`config.mk`:
```
export PLATFORM = sky130hd
export DESIGN_NAME = ram_stream_reader
export DESIGN_NICKNAME = d
export VERILOG_FILES = /design/src/rtl/ram_stream_reader_pkg.sv /design/src/rtl/ram_rd_skid_buf.sv /design/src/rtl/ram_stream_reader.sv
export SDC_FILE = /design/constraint.sdc
export NUM_CORES = 1
export LEC_CHECK = 0
export ABC_CLOCK_PERIOD_IN_PS = 3200
export BUFFER_PORTS_ARGS = -buffer_cell sky130_fd_sc_hd__buf_4
export CAP_MARGIN = 25
export CORE_MARGIN = 2
export CORE_UTILIZATION = 51
export CTS_CLUSTER_DIAMETER = 50
export DETAILED_ROUTE_END_ITERATION = 10
export HOLD_SLACK_MARGIN = 0.02
export PLACE_DENSITY = 0.73
export SLEW_MARGIN = 20
export SYNTH_ARGS = -nofsm -noshare
export SYNTH_HDL_FRONTEND = slang
export SYNTH_SLANG_ARGS = --single-unit
```
`constraint.sdc`:
```
create_clock -name i_Clk -period 3.2 [get_ports i_Clk]
set_input_delay 0.48 -clock i_Clk [delete_from_list [all_inputs] [get_ports i_Clk]]
set_output_delay 0.48 -clock i_Clk [all_outputs]
set_load 0.1 [all_outputs]
```
`src/rtl/ram_stream_reader_pkg.sv`:
```
// Shared definitions for the RAM stream reader: FSM encoding and read-credit depth.
package ram_stream_reader_pkg;

  typedef enum logic [1:0] {
    StIdle,
    StRead,
    StDrain,
    StDone
  } state_e;

  // Words that may be in flight or buffered at once; matches the skid buffer depth.
  localparam int unsigned CreditDepth = 2;

endpackage

```
`src/rtl/ram_rd_skid_buf.sv`:
```
// Two-entry FIFO that holds RAM read data until the downstream stream accepts it.
module ram_rd_skid_buf #(
  parameter int unsigned WIDTH = 16
) (
  input  logic             clk_i,
  input  logic             rst_ni,
  input  logic             push_i,
  input  logic [WIDTH-1:0] data_i,
  input  logic             pop_i,
  output logic [WIDTH-1:0] data_o,
  output logic [1:0]       count_o
);

  logic [WIDTH-1:0] ent_q [2];
  logic [WIDTH-1:0] ent_d [2];
  logic             wr_ptr_q, wr_ptr_d;
  logic             rd_ptr_q, rd_ptr_d;
  logic [1:0]       count_q, count_d;

  always_comb begin
    ent_d    = ent_q;
    wr_ptr_d = wr_ptr_q;
    rd_ptr_d = rd_ptr_q;
    count_d  = count_q;
    if (push_i) begin
      ent_d[wr_ptr_q] = data_i;
      wr_ptr_d        = ~wr_ptr_q;
    end
    if (pop_i) begin
      rd_ptr_d = ~rd_ptr_q;
    end
    case ({push_i, pop_i})
      2'b10:   count_d = count_q + 2'd1;
      2'b01:   count_d = count_q - 2'd1;
      default: count_d = count_q;
    endcase
  end

  always_ff @(posedge clk_i or negedge rst_ni) begin
    if (!rst_ni) begin
      ent_q    <= '{default: '0};
      wr_ptr_q <= 1'b0;
      rd_ptr_q <= 1'b0;
      count_q  <= 2'd0;
    end else begin
      ent_q    <= ent_d;
      wr_ptr_q <= wr_ptr_d;
      rd_ptr_q <= rd_ptr_d;
      count_q  <= count_d;
    end
  end

  assign data_o  = ent_q[rd_ptr_q];
  assign count_o = count_q;

endmodule

```
`src/rtl/ram_stream_reader.sv`:
```
// Streams a contiguous, wrapping RAM region out as valid/ready beats, issuing reads only
// while read credit remains so the two-entry buffer can never overflow.
module ram_stream_reader
  import ram_stream_reader_pkg::*;
#(
  parameter int unsigned WIDTH = 16,
  parameter int unsigned DEPTH = 256,
  localparam int unsigned AW = $clog2(DEPTH)
) (
  input  logic             i_Clk,
  input  logic             i_Rst_L,
  input  logic             i_Start,
  input  logic [AW-1:0]    i_Start_Addr,
  input  logic [AW:0]      i_Length,
  output logic [AW-1:0]    o_Read_Addr,
  output logic             o_Read_En,
  input  logic             i_Read_DV,
  input  logic [WIDTH-1:0] i_Read_Data,
  output logic             o_DV,
  output logic [WIDTH-1:0] o_Data,
  input  logic             i_Ready,
  output logic             o_Busy,
  output logic             o_Done
);

  localparam logic [2:0]    CreditLim = 3'(CreditDepth);
  localparam logic [AW+1:0] DepthW    = (AW+2)'(DEPTH);

  state_e        state_q, state_d;
  logic          pend_q, pend_d;
  logic [AW-1:0] start_q, start_d;
  logic [AW:0]   len_q, len_d;
  logic [AW:0]   issued_q, issued_d;
  logic          inflight_q, inflight_d;

  logic          push, pop;
  logic [1:0]    buf_cnt;
  logic [2:0]    credit_used;
  logic [AW:0]   issued_inc;
  logic [AW+1:0] addr_sum;

  ram_rd_skid_buf #(
    .WIDTH(WIDTH)
  ) u_buf (
    .clk_i  (i_Clk),
    .rst_ni (i_Rst_L),
    .push_i (push),
    .data_i (i_Read_Data),
    .pop_i  (pop),
    .data_o (o_Data),
    .count_o(buf_cnt)
  );

  // Read data is only accepted in the cycle after a strobe; stray valids are dropped.
  assign push = i_Read_DV && inflight_q;
  assign o_DV = (buf_cnt != 2'd0);
  assign pop  = o_DV && i_Ready;

  // A word popped this cycle frees its credit immediately, which sustains one word per cycle.
  assign credit_used = {2'b00, inflight_q} + {1'b0, buf_cnt} - {2'b00, pop};
  assign issued_inc  = issued_q + {{AW{1'b0}}, 1'b1};

  always_comb begin
    addr_sum = {2'b00, start_q} + {1'b0, issued_q};
    if (addr_sum >= DepthW) begin
      addr_sum = addr_sum - DepthW;
    end
  end

  assign o_Read_Addr = addr_sum[AW-1:0];
  assign o_Read_En   = (state_q == StRead) && (issued_q < len_q) && (credit_used < CreditLim);
  assign o_Busy      = (state_q != StIdle);
  assign o_Done      = (state_q == StDone);

  always_comb begin
    state_d    = state_q;
    pend_d     = 1'b0;
    start_d    = start_q;
    len_d      = len_q;
    issued_d   = issued_q;
    inflight_d = o_Read_En;
    unique case (state_q)
      StIdle: begin
        // Requests are captured first and acted on the following cycle.
        if (pend_q) begin
          state_d = (len_q == '0) ? StDone : StRead;
        end else if (i_Start) begin
          pend_d   = 1'b1;
          start_d  = i_Start_Addr;
          len_d    = i_Length;
          issued_d = '0;
        end
      end
      StRead: begin
        if (o_Read_En) begin
          issued_d = issued_inc;
          if (issued_inc == len_q) begin
            state_d = StDrain;
          end
        end
      end
      StDrain: begin
        if (!inflight_q && ((buf_cnt == 2'd0) || ((buf_cnt == 2'd1) && pop))) begin
          state_d = StDone;
        end
      end
      StDone: begin
        state_d = StIdle;
      end
      default: begin
        state_d = StIdle;
      end
    endcase
  end

  always_ff @(posedge i_Clk or negedge i_Rst_L) begin
    if (!i_Rst_L) begin
      state_q    <= StIdle;
      pend_q     <= 1'b0;
      start_q    <= '0;
      len_q      <= '0;
      issued_q   <= '0;
      inflight_q <= 1'b0;
    end else begin
      state_q    <= state_d;
      pend_q     <= pend_d;
      start_q    <= start_d;
      len_q      <= len_d;
      issued_q   <= issued_d;
      inflight_q <= inflight_d;
    end
  end

endmodule
```
Yosys cells after proc, flatten, opt, wreduce, memory -nomap -nowiden --
Cells that the tools add are included.
Storage, ports and cells: flip-flop bits (word level) 66, input bits 38, output and inout bits 28, word-level logic and storage cells 82
Operators by class: add/subtract/negate cells 7, magnitude comparators 6, eq/ne operators 13, mux-type cells 21, bitwise logic cells 5, reductions and logical operators 19
Operators by type and width (count):
- two-way mux 16 bit | 4
- bitwise mux 32 bit | 1
- two-way mux 9 bit | 3
- case mux 9 bit (2 select lines) | 1
- demux 16 bit (select 1 bit) | 1
- adder 8 x 9 -> 10 bit | 1
- greater-or-equal comparator 10 x 9 -> 1 bit (second input constant) | 1
- two-way mux 2 bit | 5
- inequality test 2 bit (second input constant) | 5
- adder 9 x 1 -> 9 bit (second input constant) | 1
- == test 9 bit | 1
- logical NOT 9 bit | 1
- less-than comparator 9 bit | 1
- two-way mux 8 bit | 1
- case mux 2 bit (4 select lines) | 1
- AND reduction 4 bit | 2
- nonzero test 2 bit | 4
- subtractor 8 x 1 -> 8 bit (second input constant) | 1
- logical AND 1 bit | 7
- == test 2 x 1 -> 1 bit (second input constant) | 3
- == test 2 bit (second input constant) | 3
- greater-or-equal comparator 2 bit (second input constant) | 2
- logical NOT 2 bit | 2
- inverter 1 -> 2 bit | 2
- 13 further kinds | 17

Depth between registers and ports, before layout --
Gate-level depths: netlist of the first run.
word-level depth 7, depth in mapped cells 11, depth with buffers taken out 11

By module --
A second synthesis of the first run with hierarchy kept.
Unflattened totals: cells, all modules 329, area total of the unflattened synthesis 3757.4 µm²
Modules (own cells, without submodules):
- ram_stream_reader | times used 1, cells each 231, area each 2202.1 µm², sequential area each 750.7 µm²
- ram_rd_skid_buf | times used 1, cells each 98, area each 1555.2 µm², sequential area each 900.9 µm²

Worst setup path before layout of the first run --
OpenSTA, ideal clock, no wires.
path kind reg-to-output, start register u_buf.count_q[1] (netlist: u_buf.count_o[1]), end output port o_Read_En, arrival 3.101 ns, setup slack -0.381 ns, cell stages (with the launch flop) 10, path buffers 0, cell sequence dfrtp_1 > inv_1 > ha_1 > nor2b_1 > ha_1 > nand2b_1 > fa_1 > xor2_1 > a2111oi_2 > and2_1
Between the ends: word-level cells in the longest chain between the ends 5
Ends and longest elaborated chain:
- start: declaration | line ram_rd_skid_buf.sv:18 | logic [1:0] count_q, count_d;
- start signal: assignment | line ram_rd_skid_buf.sv:49 | count_q <= count_d;
- nonzero test 2 bit | line ram_stream_reader.sv:56 | assign o_DV = (buf_cnt != 2'd0);
- logical AND 1 bit | line ram_stream_reader.sv:57 | assign pop = o_DV && i_Ready;
- named net pop | line ram_stream_reader.sv:36 | logic push, pop;
- subtractor 3 x 1 -> 3 bit | line ram_stream_reader.sv:60 | assign credit_used = {2'b00, inflight_q} + {1'b0, buf_cnt} - {2'b00, pop};
- less-than comparator 3 x 2 -> 1 bit | line ram_stream_reader.sv:71 | assign o_Read_En = (state_q == StRead) && (issued_q < len_q) && (credit_used < CreditLim);
- logical AND 1 bit | line ram_stream_reader.sv:71
- end: declaration | line ram_stream_reader.sv:16 | output logic o_Read_En,
The timed path passes the listed nets, and every way through them passes these cells.

Worst setup path after layout of the first run --
start register u_buf.count_q[0] (netlist: u_buf.count_o[0]), end output port o_Read_En
The elaborated chain is that of the path after synthesis.

==> results.json, run 1 <==
{
  "final_cell_mix": "buf_4, dfrtp_1, mux2_2",
  "max_freq_mhz": 318,
  "drcViolationCount": 0,
  "layout_commonest_cell": "buf_4",
  "ant_nets": 0,
  "cts_tree": "done",
  "r2r_cells": 12,
  "firstDrtPassIters": 4,
  "portBuffers": 65,
  "grt_pass1_wl_um": 13600,
  "ys_warn_count": 0,
  "grt.met1_usage_pct": 28.7,
  "fp.dieW_um": 89.5,
  "track_usage_pct": 22.4,
  "min_period_over_period_pct": 98.2,
  "ys_ff_latch": 66,
  "clockRootBuffer": "clkbuf_8",
  "syn_area_um2": 3730,
  "rsz0062_at_grt": "true",
  "slowest_delay_ns": 0.40,
  "gp_congestion": 0.829,
  "via_per_inst": 5.42,
  "fill_cells": 562,
  "avgSynthCellArea_um2": 10.5,
  "area_growth_pct": 25.6,
  "max-cap-violations": 0,
  "dpl_cell_area_um2": 4370,
  "fin_crit_ns": 3.14,
  "cts_made_buffers": 9,
  "htree_num_levels": 3,
  "rows": 31,
  "wire_per_inst_um": 15.5,
  "die_h_um": 89.5,
  "hold_path.class": "primary input to async pin",
  "ff2ff_setup_slack_ns": 0.32,
  "worst_slew_pin_slew_ns": 0.875,
  "start_util_pct": 51.9,
  "fin_nets": 496,
  "num_vias": 2902,
  "cp-end-kind": "primary output",
  "n_antenna_cell": 0,
  "grtUsageMet3_pct": 6.37,
  "critPathBufInv": 2,
  "fin_cells": 535,
  "r2r_start": "u_buf.count_o[0]$_DFFE_PN0P_",
  "worstSetupPathType": "flop to primary output",
  "drtIter0Drc": 172,
  "synth_edf_count": 0,
  "required_ns": 2.72,
  "grt.busiest_layer": "met2",
  "async_flop_share_pct": 100,
  "slew_viol_final": 0,
  "cp_cell_sequence": "inv_2 -> ha_4 -> nor2b_4 -> ha_1 -> nand2b_4 -> fa_2 -> xor2_1 -> a2111oi_4 -> and2_4 -> buf_12",
  "synth-main-ff-cell": "dfrtp_1",
  "clockBufferDepth": 2,
  "cp-start-kind": "flop",
  "final_util_pct": 65.2,
  "synthCells": 354,
  "critical_path_peak_fanout": 3,
  "core-area_um2": 7180,
  "placed_cells": 513,
  "ys_types": 44,
  "ioPinCount": 66,
  "r2r_end": "issued_q[4]$_DFFE_PN0P_",
  "seq_area_frac_synth_pct": 44.3,
  "slew_headroom_pct": 41.5,
  "final_area_um2": 4680,
  "synth_nets": 419,
  "clk_pin_slew_ns": 0.08,
  "synth_top_area_share_pct": 44.3,
  "dp_hpwl_um": 5830,
  "critical_path_arrival_ns": 2.66,
  "synth.area.top_cells": "dfrtp_1, mux2_2, ha_1",
  "antenna_found_initial": 0,
  "met2_usage_pct": 36.4,
  "grt-ovfl-total": 0,
  "clock_latency_ns": 0.35,
  "die-area_um2": 8010,
  "grt_max_degree": 67,
  "cts_hold_buffers": 0,
  "first_global_vias": 2925,
  "fin_skew_ns": 0.00924,
  "crit_slowest_cell": "dfrtp_1",
  "final-hold-violation-count": 0,
  "synth_top_area_cell": "dfrtp_1",
  "crit_family": "adder cells",
  "fin_hold_ws_ns": 0.224,
  "clock_sinks": 66,
  "finalSetupViolations": 0,
  "status": "finished, final reports clean",
  "layout-drive-gt1-share_pct": 36.9,
  "routed_wl_um": 8290
}
-- stage by stage --
stage	setup TNS (ns)	worst slack, ns
6_report	0	0.0591
5_1_grt	-0.0481	-0.0481
4_1_cts	0	0.000306
3_5_place_dp	0	0.0206
3_3_place_gp	0	0.0916
2_1_floorplan	-0.103	-0.103
-- logic make-up after synthesis --
group           share of synthesized area [%]
compound gates                           10.3
buf+inv                                  4.06
flops                                    44.3
mux                                      15.3
xor+xnor                                 4.70
simple gates                             11.8
fa+ha+maj                                9.47
-- synth_stat cells (3+ instances only) --
cell type  count
nand3_1        6
mux2_2        48
inv_1         23
buf_4          3
nand2_1       47
a21o_1         4
nand2b_1       5
mux2i_1        3
nor2b_1        3
o21ai_0       21
clkbuf_1       7
xor2_1         9
nor4_1         3
o41ai_1        5
xnor2_1       11
o31ai_1        5
nor3_1         5
nand4_1        4
dfrtp_1       66
nor2_1        12
a21oi_1        9
ha_1          25
-- routing by layer --
metal	wire, um	up-vias
met5	0	-
li1	-	1390
met3	476	11
met4	116	0
met1	3680	1409
met2	4020	92
-- registers in the layout (all words and copies together), names as in the netlist --
name / cells
inflight_q: 1
pend_q: 1
u_buf.wr_ptr_q: 1
u_buf.count_o: 2
state_q: 2
start_q: 8
issued_q: 9
u_buf.ent_q: 32
u_buf.rd_ptr_q: 1
len_q: 9
-- final cells by class --
type                       instances  area (um2)  share of cell area, %
clock buffer                       9         124                   2.65
tap                               99         124                   2.65
sequential                        66        1650                   35.3
timing repair buffer              79         606                   12.9
multi-input combinational        251        2010                   42.9
inverter                          24        90.1                   1.92
clock inverter                     7        77.6                   1.66
-- worst max path at each step --
stage | to | cells past startpoint | start | slack, ns
floorplan | o_Read_En | 9 | u_buf.count_o[1]$_DFFE_PN0P_ | -0.10
global placement | o_Read_En | 10 | u_buf.count_o[0]$_DFFE_PN0P_ | 0.09
detailed placement | o_Read_En | 10 | u_buf.count_o[0]$_DFFE_PN0P_ | 0.02
CTS | o_Read_En | 10 | u_buf.count_o[0]$_DFFE_PN0P_ | 0.0003
global route | o_Read_En | 10 | u_buf.count_o[0]$_DFFE_PN0P_ | -0.05
finish | o_Read_En | 10 | u_buf.count_o[0]$_DFFE_PN0P_ | 0.06
-- timing repair --
item                       4_1_cts  5_1_grt
setup endpoints to repair        3        2
buffers inserted                 2        4
gates resized for setup         11        4
cloned                           0        0
pin swaps                        2        2
Power of run 1 is left out: the tool's default activity adds up to more than one toggle a clock period on the data nets, which glitch-free logic cannot reach.
==> run 2: changes to the inputs <==
- CELL_PAD_IN_SITES_DETAIL_PLACEMENT: not set -> 1
- CELL_PAD_IN_SITES_GLOBAL_PLACEMENT: not set -> 2
- CORE_UTILIZATION: 51 -> 32
- PLACE_DENSITY: 0.73 -> 0.71
- SETUP_SLACK_MARGIN: not set -> 0.4
==> results.json, run 2 (synthesis gave the netlist of run 1 again) <==
{
  "status": "finished, final reports clean",
  "core-area_um2": 11400,
  "fin_nets": 507,
  "worst_slew_pin_slew_ns": 0.865,
  "final-hold-violation-count": 0,
  "critical_path_peak_fanout": 2,
  "slew_headroom_pct": 42.2,
  "start_util_pct": 32.8,
  "cts_tree": "done",
  "fin_crit_ns": 3.12,
  "grt-ovfl-total": 0,
  "clock_sinks": 66,
  "rows": 39,
  "n_antenna_cell": 0,
  "antenna_found_initial": 0,
  "track_usage_pct": 17.0,
  "ioPinCount": 66,
  "portBuffers": 65,
  "routed_wl_um": 10200,
  "drcViolationCount": 0,
  "finalSetupViolations": 0,
  "ff_latch_area_um2": 1650,
  "cp-start-kind": "flop",
  "wire_per_inst_um": 17.3,
  "fp.dieW_um": 112,
  "max_freq_mhz": 321,
  "max-cap-violations": 0,
  "top_register": "u_buf.ent_q",
  "die-area_um2": 12500,
  "cts_made_buffers": 9,
  "clockBufferDepth": 2,
  "layout-drive-gt1-share_pct": 43.0,
  "fill_cells": 1251,
  "grt_max_degree": 67,
  "layout_commonest_cell": "buf_4",
  "fin_hold_ws_ns": 0.245,
  "hold_path.class": "primary input to async pin",
  "fin_skew_ns": 0.00732,
  "cts_hold_buffers": 0,
  "dp_hpwl_um": 7060,
  "worstSetupPathType": "flop to primary output",
  "grt_pass1_wl_um": 16700,
  "area_growth_pct": 38.0,
  "tns_ns": 0,
  "placed_cells": 558,
  "firstDrtPassIters": 4,
  "multi_input_area_um2": 2170,
  "dpl_cell_area_um2": 4480,
  "slew_viol_final": 0,
  "clk_pin_slew_ns": 0.06,
  "critical_path_arrival_ns": 2.64,
  "reg_top3": "u_buf.ent_q (32), issued_q (9), len_q (9)",
  "ant_nets": 0,
  "first_global_vias": 3271,
  "min_period_over_period_pct": 97.4,
  "final_cell_mix": "buf_4, dfrtp_1, mux2_2",
  "rsz0062_at_grt": "true",
  "via_per_inst": 5.03,
  "largest_reg_flops": 32,
  "num_vias": 2960,
  "final_area_um2": 5140,
  "required_ns": 2.72,
  "cp-end-kind": "primary output",
  "fin_cells": 589,
  "clockRootBuffer": "clkbuf_16",
  "htree_num_levels": 3,
  "die_h_um": 112,
  "drtIter0Drc": 91,
  "clock_latency_ns": 0.34,
  "gp_congestion": 0.778
}
==> run 2: cell types whose count changed in the layout (fill, tap and decap cells not counted), moves of 5 or more <==
cell | before | now
clkbuf_8 | 9 | 2
o21ai_0 | 21 | 15
buf_6 | 0 | 5
clkbuf_16 | 0 | 9
o21ai_1 | 2 | 7
buf_4 | 78 | 83
==> run 2: final cells by class <==
cell class	instances	share of cell area (%)
inverter	24	1.75
clock buffer	11	4.91
clock inverter	4	1.46
multi-input combinational	251	42.3
sequential	66	32.1
tap	143	3.48
timing repair buffer	90	14.0
==> run 2: worst max-delay path: stages (launching register included) <==
cell	delay, ns
dfrtp_1	0.38
inv_2	0.09
ha_4	0.15
nor2b_4	0.04
ha_1	0.29
nand2b_4	0.14
fa_2	0.53
nand2_2	0.06
a2111oi_4	0.23
and2_4	0.22
buf_12	0.17
==> run 2: routing by layer <==
metal  vias to the layer above  track usage (%)  routed length [um]  share of wire [%]
met5                         -                0                   0                  0
met4                         0             6.17                 149                1.5
met3                        12             4.30                 456                4.5
met2                        59             29.7                5180                 51
met1                      1477             20.3                4380                 43
li1                       1412                -                   -                  -
==> run 2: what timing repair did <==
item                       4_1_cts  5_1_grt
setup endpoints to repair       16       15
resized for setup               25       25
buffers inserted                 9        7
pin swaps                        9       21
==> run 2: stage by stage <==
step | setup WS (ns) | utilization (%)
finish | 0.0829 | 45.2
global route | -0.00946 | 45.2
CTS | 0.104 | 43.8
detailed placement | 0.0897 | 39.4
global placement | 0.156 | 39.4
floorplan | 0.188 | -
==> run 2: worst paths after layout <==
check                      cells past startpoint                       to                    startpoint  slack [ns]
max in group asynchronous                      1  issued_q[0]$_DFFE_PN0P_                       i_Rst_L        2.33
hold / removal                                 1   start_q[2]$_DFFE_PN0P_                       i_Rst_L        0.24
setup / recovery                              10                o_Read_En  u_buf.count_o[1]$_DFFE_PN0P_        0.08
hold reg to reg                                2   start_q[5]$_DFFE_PN0P_        start_q[5]$_DFFE_PN0P_        0.49
min in group i_Clk                             3   start_q[4]$_DFFE_PN0P_               i_Start_Addr[4]        0.33
setup reg to reg                              14  issued_q[4]$_DFFE_PN0P_  u_buf.count_o[1]$_DFFE_PN0P_        0.31
Power of run 2 is left out for the same reason.
==> run 3: changes to the inputs <==
- PLACE_DENSITY: 0.71 -> 0.75
- RECOVER_POWER: not set -> 50
==> results.json, run 3 (synthesis gave the netlist of run 1 again) <==
{
  "status": "complete, but fails checks",
  "violations": "max-capacitance violations, max-slew violations",
  "via_per_inst": 5.04,
  "grt_pass1_wl_um": 17200,
  "critical_path_peak_fanout": 2,
  "fin_crit_ns": 3.12,
  "first_global_vias": 3332,
  "largest_reg_flops": 32,
  "tns_ns": 0,
  "cts_tree": "done",
  "worst_slew_pin_slew_ns": 1.72,
  "max_freq_mhz": 320,
  "n_antenna_cell": 0,
  "fin_skew_ns": 0.00647,
  "firstDrtPassIters": 4,
  "max-cap-violations": 1,
  "cp-start-kind": "flop",
  "start_util_pct": 32.8,
  "rows": 39,
  "clockRootBuffer": "clkbuf_16",
  "cts_hold_buffers": 0,
  "r2r_start": "u_buf.count_o[0]$_DFFE_PN0P_",
  "cp-end-kind": "primary output",
  "gp_congestion": 0.793,
  "critical_path_arrival_ns": 2.64,
  "layout_commonest_cell": "buf_4",
  "slew_headroom_pct": -14.7,
  "ant_nets": 0,
  "clockBufferDepth": 2,
  "core-area_um2": 11400,
  "dp_hpwl_um": 7200,
  "hold_path.class": "primary input to flop",
  "finalSetupViolations": 0,
  "worstSetupPathType": "flop to primary output",
  "ioPinCount": 66,
  "slew_viol_final": 67,
  "clock_latency_ns": 0.33,
  "die-area_um2": 12500,
  "grt-ovfl-total": 0,
  "die_h_um": 112,
  "clock_sinks": 66,
  "fp.dieW_um": 112,
  "cts_made_buffers": 9,
  "wire_per_inst_um": 17.1,
  "reg_top3": "u_buf.ent_q (32), issued_q (9), len_q (9)",
  "fin_nets": 508,
  "drcViolationCount": 0,
  "final-hold-violation-count": 0,
  "area_growth_pct": 36.1,
  "holdCritStartpoint": "i_Start_Addr[5]",
  "clk_pin_slew_ns": 0.06,
  "required_ns": 2.72,
  "routed_wl_um": 10100,
  "final_cell_mix": "buf_4, dfrtp_1, mux2_2",
  "top_register": "u_buf.ent_q",
  "min_period_over_period_pct": 97.6,
  "portBuffers": 65,
  "htree_num_levels": 3,
  "num_vias": 2979,
  "layout-drive-gt1-share_pct": 42.6,
  "drtIter0Drc": 78,
  "startpoint": "u_buf.count_o[0]$_DFFE_PN0P_",
  "rsz0062_at_grt": "true",
  "grt_max_degree": 67,
  "antenna_found_initial": 0,
  "track_usage_pct": 17.4
}
## run 3: changes by cell type in the layout (fill, tap and decap cells not counted), sizes merged
cell	change
inv	+1
bufinv	-2
clkinv	+3
## run 3: routing by layer
| metal | wire [um] | vias to the layer above | GRT usage [%] | part of all wire, % |
|---|---|---|---|---|
| met3 | 575 | 13 | 5.61 | 5.7 |
| li1 | - | 1416 | - | - |
| met4 | 161 | 0 | 4.86 | 1.6 |
| met5 | 0 | - | 0 | 0 |
| met1 | 4250 | 1483 | 21.0 | 42 |
| met2 | 5140 | 67 | 29.9 | 51 |
## run 3: metrics by stage
| stage | util, % | hold slack (ns) | area (um2) | setup WS, ns | instances |
|---|---|---|---|---|---|
| final | 44.6 | 0.333 | 5070 | 0.0767 | 591 |
| after global routing | 44.6 | 0.341 | 5070 | -0.0170 | 591 |
| after CTS | 43.6 | 0.306 | 4960 | 0.115 | 585 |
| after detailed placement | 39.5 | 0.483 | 4490 | 0.0409 | 559 |
| after global placement | 39.5 | 0.480 | 4490 | 0.155 | 559 |
| after floorplan | - | 0.184 | 3810 | 0.188 | 354 |
## run 3: critical path, cell delays in order (launching register included)
cell,delay (ns)
dfrtp_1,0.37
inv_2,0.07
ha_4,0.17
nor2b_4,0.14
ha_4,0.21
nand2b_4,0.13
fa_2,0.33
xor2_1,0.17
a2111oi_4,0.31
and2_4,0.22
buf_12,0.17
## run 3: timing repair
item | CTS | global route
setup buffers | 10 | 6
endpoints found under the hold margin | 0 | 0
setup endpoints to repair | 15 | 15
resized for setup | 26 | 20
pin swaps | 7 | 9
## run 3: layout make-up
| type | count | area (um2) |
|---|---|---|
| clock buffer | 10 | 229 |
| clock inverter | 6 | 42.5 |
| fill | 1252 | 6300 |
| inverter | 24 | 90.1 |
| multi-input combinational | 251 | 2160 |
| sequential | 66 | 1650 |
| tap | 143 | 179 |
| timing repair buffer | 91 | 724 |
## run 3: path summary, 6_finish.rpt
| kind | end | slack [ns] | cells after the start |
|---|---|---|---|
| worst max-delay path | o_Read_En | 0.08 | 10 |
| worst min-delay path | start_q[5]$_DFFE_PN0P_ | 0.33 | 3 |
| max in group asynchronous | issued_q[8]$_DFFE_PN0P_ | 1.57 | 1 |
| min in group asynchronous | start_q[2]$_DFFE_PN0P_ | 0.59 | 1 |
| worst min register to register | start_q[6]$_DFFE_PN0P_ | 0.49 | 2 |
| worst max register to register | state_q[0]$_DFFE_PN0P_ | 0.27 | 14 |
Power of run 3 is left out for the same reason.
